[config.mk]
export PLATFORM = sky130hd
export DESIGN_NAME = sample_uart_streamer
export DESIGN_NICKNAME = d
export VERILOG_FILES = /design/src/rtl/sample_uart_streamer.sv
export SDC_FILE = /design/constraint.sdc
export NUM_CORES = 1
export LEC_CHECK = 0
export ABC_CLOCK_PERIOD_IN_PS = 3200
export CAP_MARGIN = 30
export CORE_MARGIN = 2
export CORE_UTILIZATION = 30
export CTS_CLUSTER_DIAMETER = 50
export CTS_CLUSTER_SIZE = 40
export DETAILED_ROUTE_END_ITERATION = 7
export SETUP_SLACK_MARGIN = 0.05
export SLEW_MARGIN = 15
export SYNTH_ARGS = -nofsm -noshare
export SYNTH_HDL_FRONTEND = slang
export SYNTH_SLANG_ARGS = --single-unit
[constraint.sdc]
create_clock -name clk -period 3.2 [get_ports clk]
set_clock_uncertainty 0.05 [all_clocks]
set_input_delay 0.64 -clock clk [delete_from_list [all_inputs] [get_ports clk]]
set_output_delay 0.64 -clock clk [all_outputs]
set_load 0.02 [all_outputs]
[src/rtl/sample_uart_streamer.sv]
// N-channel sample snapshot streamer: sync-framed 8N1 UART dump of decimated sample frames.
// Optional trailing XOR checksum byte when SAMPLE_UART_CHECKSUM_EN is defined.
module sample_uart_streamer #(
  parameter int          W            = 16,
  parameter int          N_CH         = 4,
  parameter int          CLKS_PER_BIT = 12,
  parameter int          DECIMATE     = 1,
  parameter logic [15:0] SYNC         = 16'hA55A
) (
  input  logic              clk,
  input  logic              rst_n,
  input  logic              sample_clk,
  input  logic [N_CH*W-1:0] in_flat,
  input  logic              enable,
  output logic              tx_o,
  output logic              busy,
  output logic [7:0]        drop_cnt
);

  localparam int DATA_BYTES = (N_CH * W) / 8;
`ifdef SAMPLE_UART_CHECKSUM_EN
  localparam int FRAME_BYTES = 3 + DATA_BYTES;
`else
  localparam int FRAME_BYTES = 2 + DATA_BYTES;
`endif
  localparam int          SHW      = 16 + N_CH * W;
  localparam int          TW       = $clog2(CLKS_PER_BIT);
  localparam logic [TW-1:0] BIT_LAST = TW'(CLKS_PER_BIT - 1);
  localparam logic [15:0] DEC_LAST = 16'(DECIMATE - 1);
  localparam logic [7:0]  BYTES_AFTER_FIRST = 8'(FRAME_BYTES - 1);

  typedef enum logic [1:0] {IDLE, START, DATA, STOP} state_t;

  state_t          state_r;
  logic            sample_clk_q_r;
  logic [15:0]     decim_r;
  logic [TW-1:0]   timer_r;
  logic [2:0]      bit_idx_r;
  logic [7:0]      bytes_left_r;
  logic [7:0]      tx_byte_r;
  logic [SHW-1:0]  shift_r;
`ifdef SAMPLE_UART_CHECKSUM_EN
  logic [7:0]      csum_r;
`endif

  logic            ev_s;
  logic            kept_s;
  logic [SHW-1:0]  frame_s;
  logic [7:0]      next_byte_s;

  assign ev_s   = sample_clk & ~sample_clk_q_r;
  assign kept_s = ev_s & enable & (decim_r == 16'd0);

  // Frame image in transmit order: SYNC on top, then ch0 down to ch(N_CH-1).
  always_comb begin
    frame_s = '0;
    frame_s[SHW-1 -: 16] = SYNC;
    for (int k = 0; k < N_CH; k++) begin
      frame_s[SHW-17-k*W -: W] = in_flat[k*W +: W];
    end
  end

  // Byte to load when a stop bit ends and more bytes remain.
  always_comb begin
    next_byte_s = shift_r[SHW-1 -: 8];
`ifdef SAMPLE_UART_CHECKSUM_EN
    if (bytes_left_r == 8'd1) begin
      next_byte_s = csum_r;
    end else begin
      next_byte_s = shift_r[SHW-1 -: 8];
    end
`endif
  end

  // Edge detector on the sample strobe.
  always_ff @(posedge clk or negedge rst_n) begin
    if (!rst_n) begin
      sample_clk_q_r <= 1'b0;
    end else begin
      sample_clk_q_r <= sample_clk;
    end
  end

  // Decimation counter; frozen while enable is low.
  always_ff @(posedge clk or negedge rst_n) begin
    if (!rst_n) begin
      decim_r <= 16'd0;
    end else if (ev_s && enable) begin
      decim_r <= (decim_r == DEC_LAST) ? 16'd0 : decim_r + 16'd1;
    end
  end

  // Saturating count of kept frames that arrived while a frame was in flight.
  always_ff @(posedge clk or negedge rst_n) begin
    if (!rst_n) begin
      drop_cnt <= 8'd0;
    end else if (kept_s && busy && (drop_cnt != 8'hFF)) begin
      drop_cnt <= drop_cnt + 8'd1;
    end
  end

  // Byte/bit FSM; tx_o and busy are registered here so the start bit begins the cycle after ev.
  always_ff @(posedge clk or negedge rst_n) begin
    if (!rst_n) begin
      state_r      <= IDLE;
      tx_o         <= 1'b1;
      busy         <= 1'b0;
      timer_r      <= '0;
      bit_idx_r    <= 3'd0;
      bytes_left_r <= 8'd0;
      tx_byte_r    <= 8'd0;
      shift_r      <= '0;
`ifdef SAMPLE_UART_CHECKSUM_EN
      csum_r       <= 8'd0;
`endif
    end else begin
      case (state_r)
        IDLE: begin
          tx_o <= 1'b1;
          busy <= 1'b0;
          if (kept_s) begin
            state_r      <= START;
            tx_o         <= 1'b0;
            busy         <= 1'b1;
            timer_r      <= BIT_LAST;
            tx_byte_r    <= frame_s[SHW-1 -: 8];
            shift_r      <= {frame_s[SHW-9:0], 8'h00};
            bytes_left_r <= BYTES_AFTER_FIRST;
`ifdef SAMPLE_UART_CHECKSUM_EN
            csum_r       <= frame_s[SHW-1 -: 8];
`endif
          end
        end
        START: begin
          if (timer_r == '0) begin
            state_r   <= DATA;
            timer_r   <= BIT_LAST;
            bit_idx_r <= 3'd0;
            tx_o      <= tx_byte_r[0];
            tx_byte_r <= {1'b0, tx_byte_r[7:1]};
          end else begin
            timer_r <= timer_r - 1'b1;
          end
        end
        DATA: begin
          if (timer_r == '0) begin
            timer_r <= BIT_LAST;
            if (bit_idx_r == 3'd7) begin
              state_r <= STOP;
              tx_o    <= 1'b1;
            end else begin
              bit_idx_r <= bit_idx_r + 3'd1;
              tx_o      <= tx_byte_r[0];
              tx_byte_r <= {1'b0, tx_byte_r[7:1]};
            end
          end else begin
            timer_r <= timer_r - 1'b1;
          end
        end
        STOP: begin
          if (timer_r == '0) begin
            if (bytes_left_r != 8'd0) begin
              state_r      <= START;
              tx_o         <= 1'b0;
              timer_r      <= BIT_LAST;
              tx_byte_r    <= next_byte_s;
              shift_r      <= {shift_r[SHW-9:0], 8'h00};
              bytes_left_r <= bytes_left_r - 8'd1;
`ifdef SAMPLE_UART_CHECKSUM_EN
              csum_r       <= csum_r ^ next_byte_s;
`endif
            end else begin
              state_r <= IDLE;
              busy    <= 1'b0;
            end
          end else begin
            timer_r <= timer_r - 1'b1;
          end
        end
        default: begin
          state_r <= IDLE;
          tx_o    <= 1'b1;
          busy    <= 1'b0;
        end
      endcase
    end
  end

endmodule
==> reports/results.ini <==
[run_status]
run_status=complete, no violations

[route]
number_of_violations_reported_at_the_end_of_detailed_routing_iteration_0=329
drcViolationCount=0
routed-via-count=4634
routedWlPerCell_um=15.9
ant_nets_after_route=0
drt_pass1_iterations=4
via_per_inst=5.13
routed_wirelength_mm=14.4

[job]
max-cap-violations=0

[yosys]
synth.area.top_cells=sky130_fd_sc_hd__dfrtp_1, sky130_fd_sc_hd__mux2i_1, sky130_fd_sc_hd__o21ai_0
synth_top_family_by_area=compound AO/OA/AOI/OAI gates
syn_area_per_cell_um2=10.9
synth_fa_ha_area_frac=0.0271
synth_top_area_frac=0.513
synth_enable_flop_cells=0
mappedNetlistArea_mm2=0.00600
leading_register_cell_type_out_of_synthesis=sky130_fd_sc_hd__dfrtp_1
synth_top_area_cell=sky130_fd_sc_hd__dfrtp_1
synthXorXnorAreaFrac=0.0292
postSynthCellCount=552
post_synth_simple_gate_area=0.0924
seq_area_frac_synth=0.518
yosysWarnings=0
postSynth.asyncResetShare=1.00
synth.net_count=633
area_fraction_in_compound_gates_after_synthesis=0.187
postSynthRegisterBits=124
synth.lib_cells_used.distinct=56
multiplexer_fraction_of_the_synthesized_cell_area=0.117

[final_layout]
mostFrequentLayoutCells=sky130_fd_sc_hd__dfrtp_1, sky130_fd_sc_hd__o21ai_0, sky130_fd_sc_hd__clkdlybuf4s50_1, sky130_fd_sc_hd__mux2i_1, sky130_fd_sc_hd__nand2_1
final_layout_size_suffix_gt1_frac=0.108
mostFrequentLayoutCell=sky130_fd_sc_hd__dfrtp_1
nFillCells=1891
finish.utilization=0.393
insertedDiodeCount=0
area_delta_synth_final_pct=28.0
multi_input_comb_area_mm2=0.00275
fin_nets=707
final-seq-area_mm2=0.00310

[worst_setup_path]
crit-reg2reg-launch=decim_r[0]$_DFFE_PN0P_
crit_type=flip-flop to flip-flop
critPathCaptureType=flip-flop
worst-path-max-fanout=34
setup.worst_path.start_class=flip-flop
worst_ep_required_time_ns=3.42
crit_arrival_ns=2.83
worstSetupStartpoint=decim_r[0]$_DFFE_PN0P_

[power_and_ir_drop]
totalPowerFinal_uw=7000
power.density_mw_per_mm2=913
ir_drop_mv=0.531
power.leakage_uw=0.00313

[floorplanning]
core_area_mm2=0.0195
floorplan.rows=51
vertical_die_dimension_um=145
die_width_um=145
dieArea_mm2=0.0211
initial_utilization=0.307
design.portCount=78

[clock_network]
cts_hold_buffers=0
numClockSinks=124
clk_transition_reported_paths_ns=0.06
numCtsBuffers=17
post-cts-setup-buffer-count=0
clock-root-buffer=sky130_fd_sc_hd__clkbuf_16
worstSkewPairLatency_ns=0.42
htree_levels=4
cts.repair.resized=0
clock_path_buffers=2
tritoncts=built

[sta]
timing.final.setup_violations=0
final_hold_viol_count=0
max_slew.worst_pin.slew_ns=0.887
setup-tns-final_ns=0
timing.final.max_slew_violations=0
max_freq_mhz=384
postLayoutSetupSlackWorst_ns=0.594
final.period_utilization=0.814
rsz0062_at_grt=false
final_period_minus_worst_setup_slack_ns=2.61
timing.max_slew.rel_slack=0.408

[global_routing]
initial_antenna_violation_count=0
grt_pass1_wl_mm=24.4
pin_count_of_the_biggest_net_entering_global_routing=65
global_route.overflow_total=0
number_of_global_route_vias_before_repair=4904
track_usage=0.140

[placement]
post_place_setup_slack_ns=0.479
io_buffer_count=77
hpwlAfterDp_mm=9.98
place_congestion=0.818

[hold_path]
min_path_type=input port to asynchronous set/reset pin

[per-layer routing]
layer,routed length (µm),global-route usage,up-vias,share of wire
met4,166,0.0392,0,0.012
met5,0,0,-,0
met1,6610,0.187,2316,0.46
met2,7050,0.228,121,0.49
met3,580,0.0329,16,0.040
li1,-,-,2181,-
[worst max-delay path, stage by stage, from the launching register on]
cell                      delay [ns]
sky130_fd_sc_hd__dfrtp_1        0.39
sky130_fd_sc_hd__inv_1          0.10
sky130_fd_sc_hd__ha_1           0.17
sky130_fd_sc_hd__nor4b_1        0.36
sky130_fd_sc_hd__and4_1         0.34
sky130_fd_sc_hd__a21oi_4        0.09
sky130_fd_sc_hd__buf_4          0.25
sky130_fd_sc_hd__nor3_1         0.51
sky130_fd_sc_hd__o21ai_0        0.18
[path summary, 6_finish.rpt]
kind / to / slack (ns) / cells after the start
max: bytes_left_r[0]$_DFFE_PN0P_ / 0.59 / 8
min: drop_cnt[6]$_DFFE_PN0P_ / 0.15 / 1
max reg2reg: bytes_left_r[0]$_DFFE_PN0P_ / 0.59 / 8
min reg2reg: decim_r[15]$_DFFE_PN0P_ / 0.44 / 1
max in group asynchronous: tx_o$_DFFE_PN1P_ / 2.22 / 2
min in group clk: decim_r[15]$_DFFE_PN0P_ / 0.44 / 1
[report_power, final]
part / internal (µW) / switching [µW] / total, µW
logic: 1100 / 1560 / 2670
clock network: 1150 / 727 / 1870
registers: 2110 / 348 / 2460
total: 4360 / 2640 / 7000
[per-stage QoR]
stage	hold WS, ns	instance area (µm²)	cells
detailed placement	0.426	7100	872
finish	0.154	7670	904
CTS	0.174	7670	904
global placement	0.414	7100	872
floorplan	0.294	6000	552
global route	0.194	7670	904
[cell usage after synthesis, types with 4 or more instances]
cell,count
sky130_fd_sc_hd__mux2_2,11
sky130_fd_sc_hd__nand3b_1,4
sky130_fd_sc_hd__a22o_1,19
sky130_fd_sc_hd__mux2i_1,58
sky130_fd_sc_hd__clkbuf_1,24
sky130_fd_sc_hd__nand3_1,10
sky130_fd_sc_hd__buf_2,5
sky130_fd_sc_hd__nand2_1,22
sky130_fd_sc_hd__inv_1,11
sky130_fd_sc_hd__o21ai_0,106
sky130_fd_sc_hd__a22oi_1,4
sky130_fd_sc_hd__dfrtp_1,123
sky130_fd_sc_hd__and3_1,6
sky130_fd_sc_hd__nor2_1,20
sky130_fd_sc_hd__nor3_1,9
sky130_fd_sc_hd__a21oi_1,21
sky130_fd_sc_hd__ha_1,13
sky130_fd_sc_hd__nand4_1,8
sky130_fd_sc_hd__o22a_1,5
sky130_fd_sc_hd__xnor2_1,17
sky130_fd_sc_hd__a31oi_1,4
[registers in the layout, indices dropped and copies added, names as in the netlist]
signal and flops:
sample_clk_q_r 1, bytes_left_r 8, drop_cnt 8, tx_byte_r 8
bit_idx_r 3, shift_r 72, state_r 2, busy 1
decim_r 16, tx_o 1, timer_r 4
[cell families after synthesis]
kind of cell	after synthesis
multiplexers	69
buffers and inverters	44
XOR/XNOR	20
flip-flops	124
AO/OA/AOI/OAI	182
adder cells (fa/ha/maj)	13
AND/OR/NAND/NOR	100
[layout make-up]
class / count / share of cell area
clock inverter: 14 / 0.0189
sequential: 124 / 0.404
clock buffer: 18 / 0.0559
multi-input combinational: 384 / 0.358
tap: 265 / 0.0432
timing repair buffer: 88 / 0.114
inverter: 11 / 0.00538
Power figures use the tool's default switching activity.
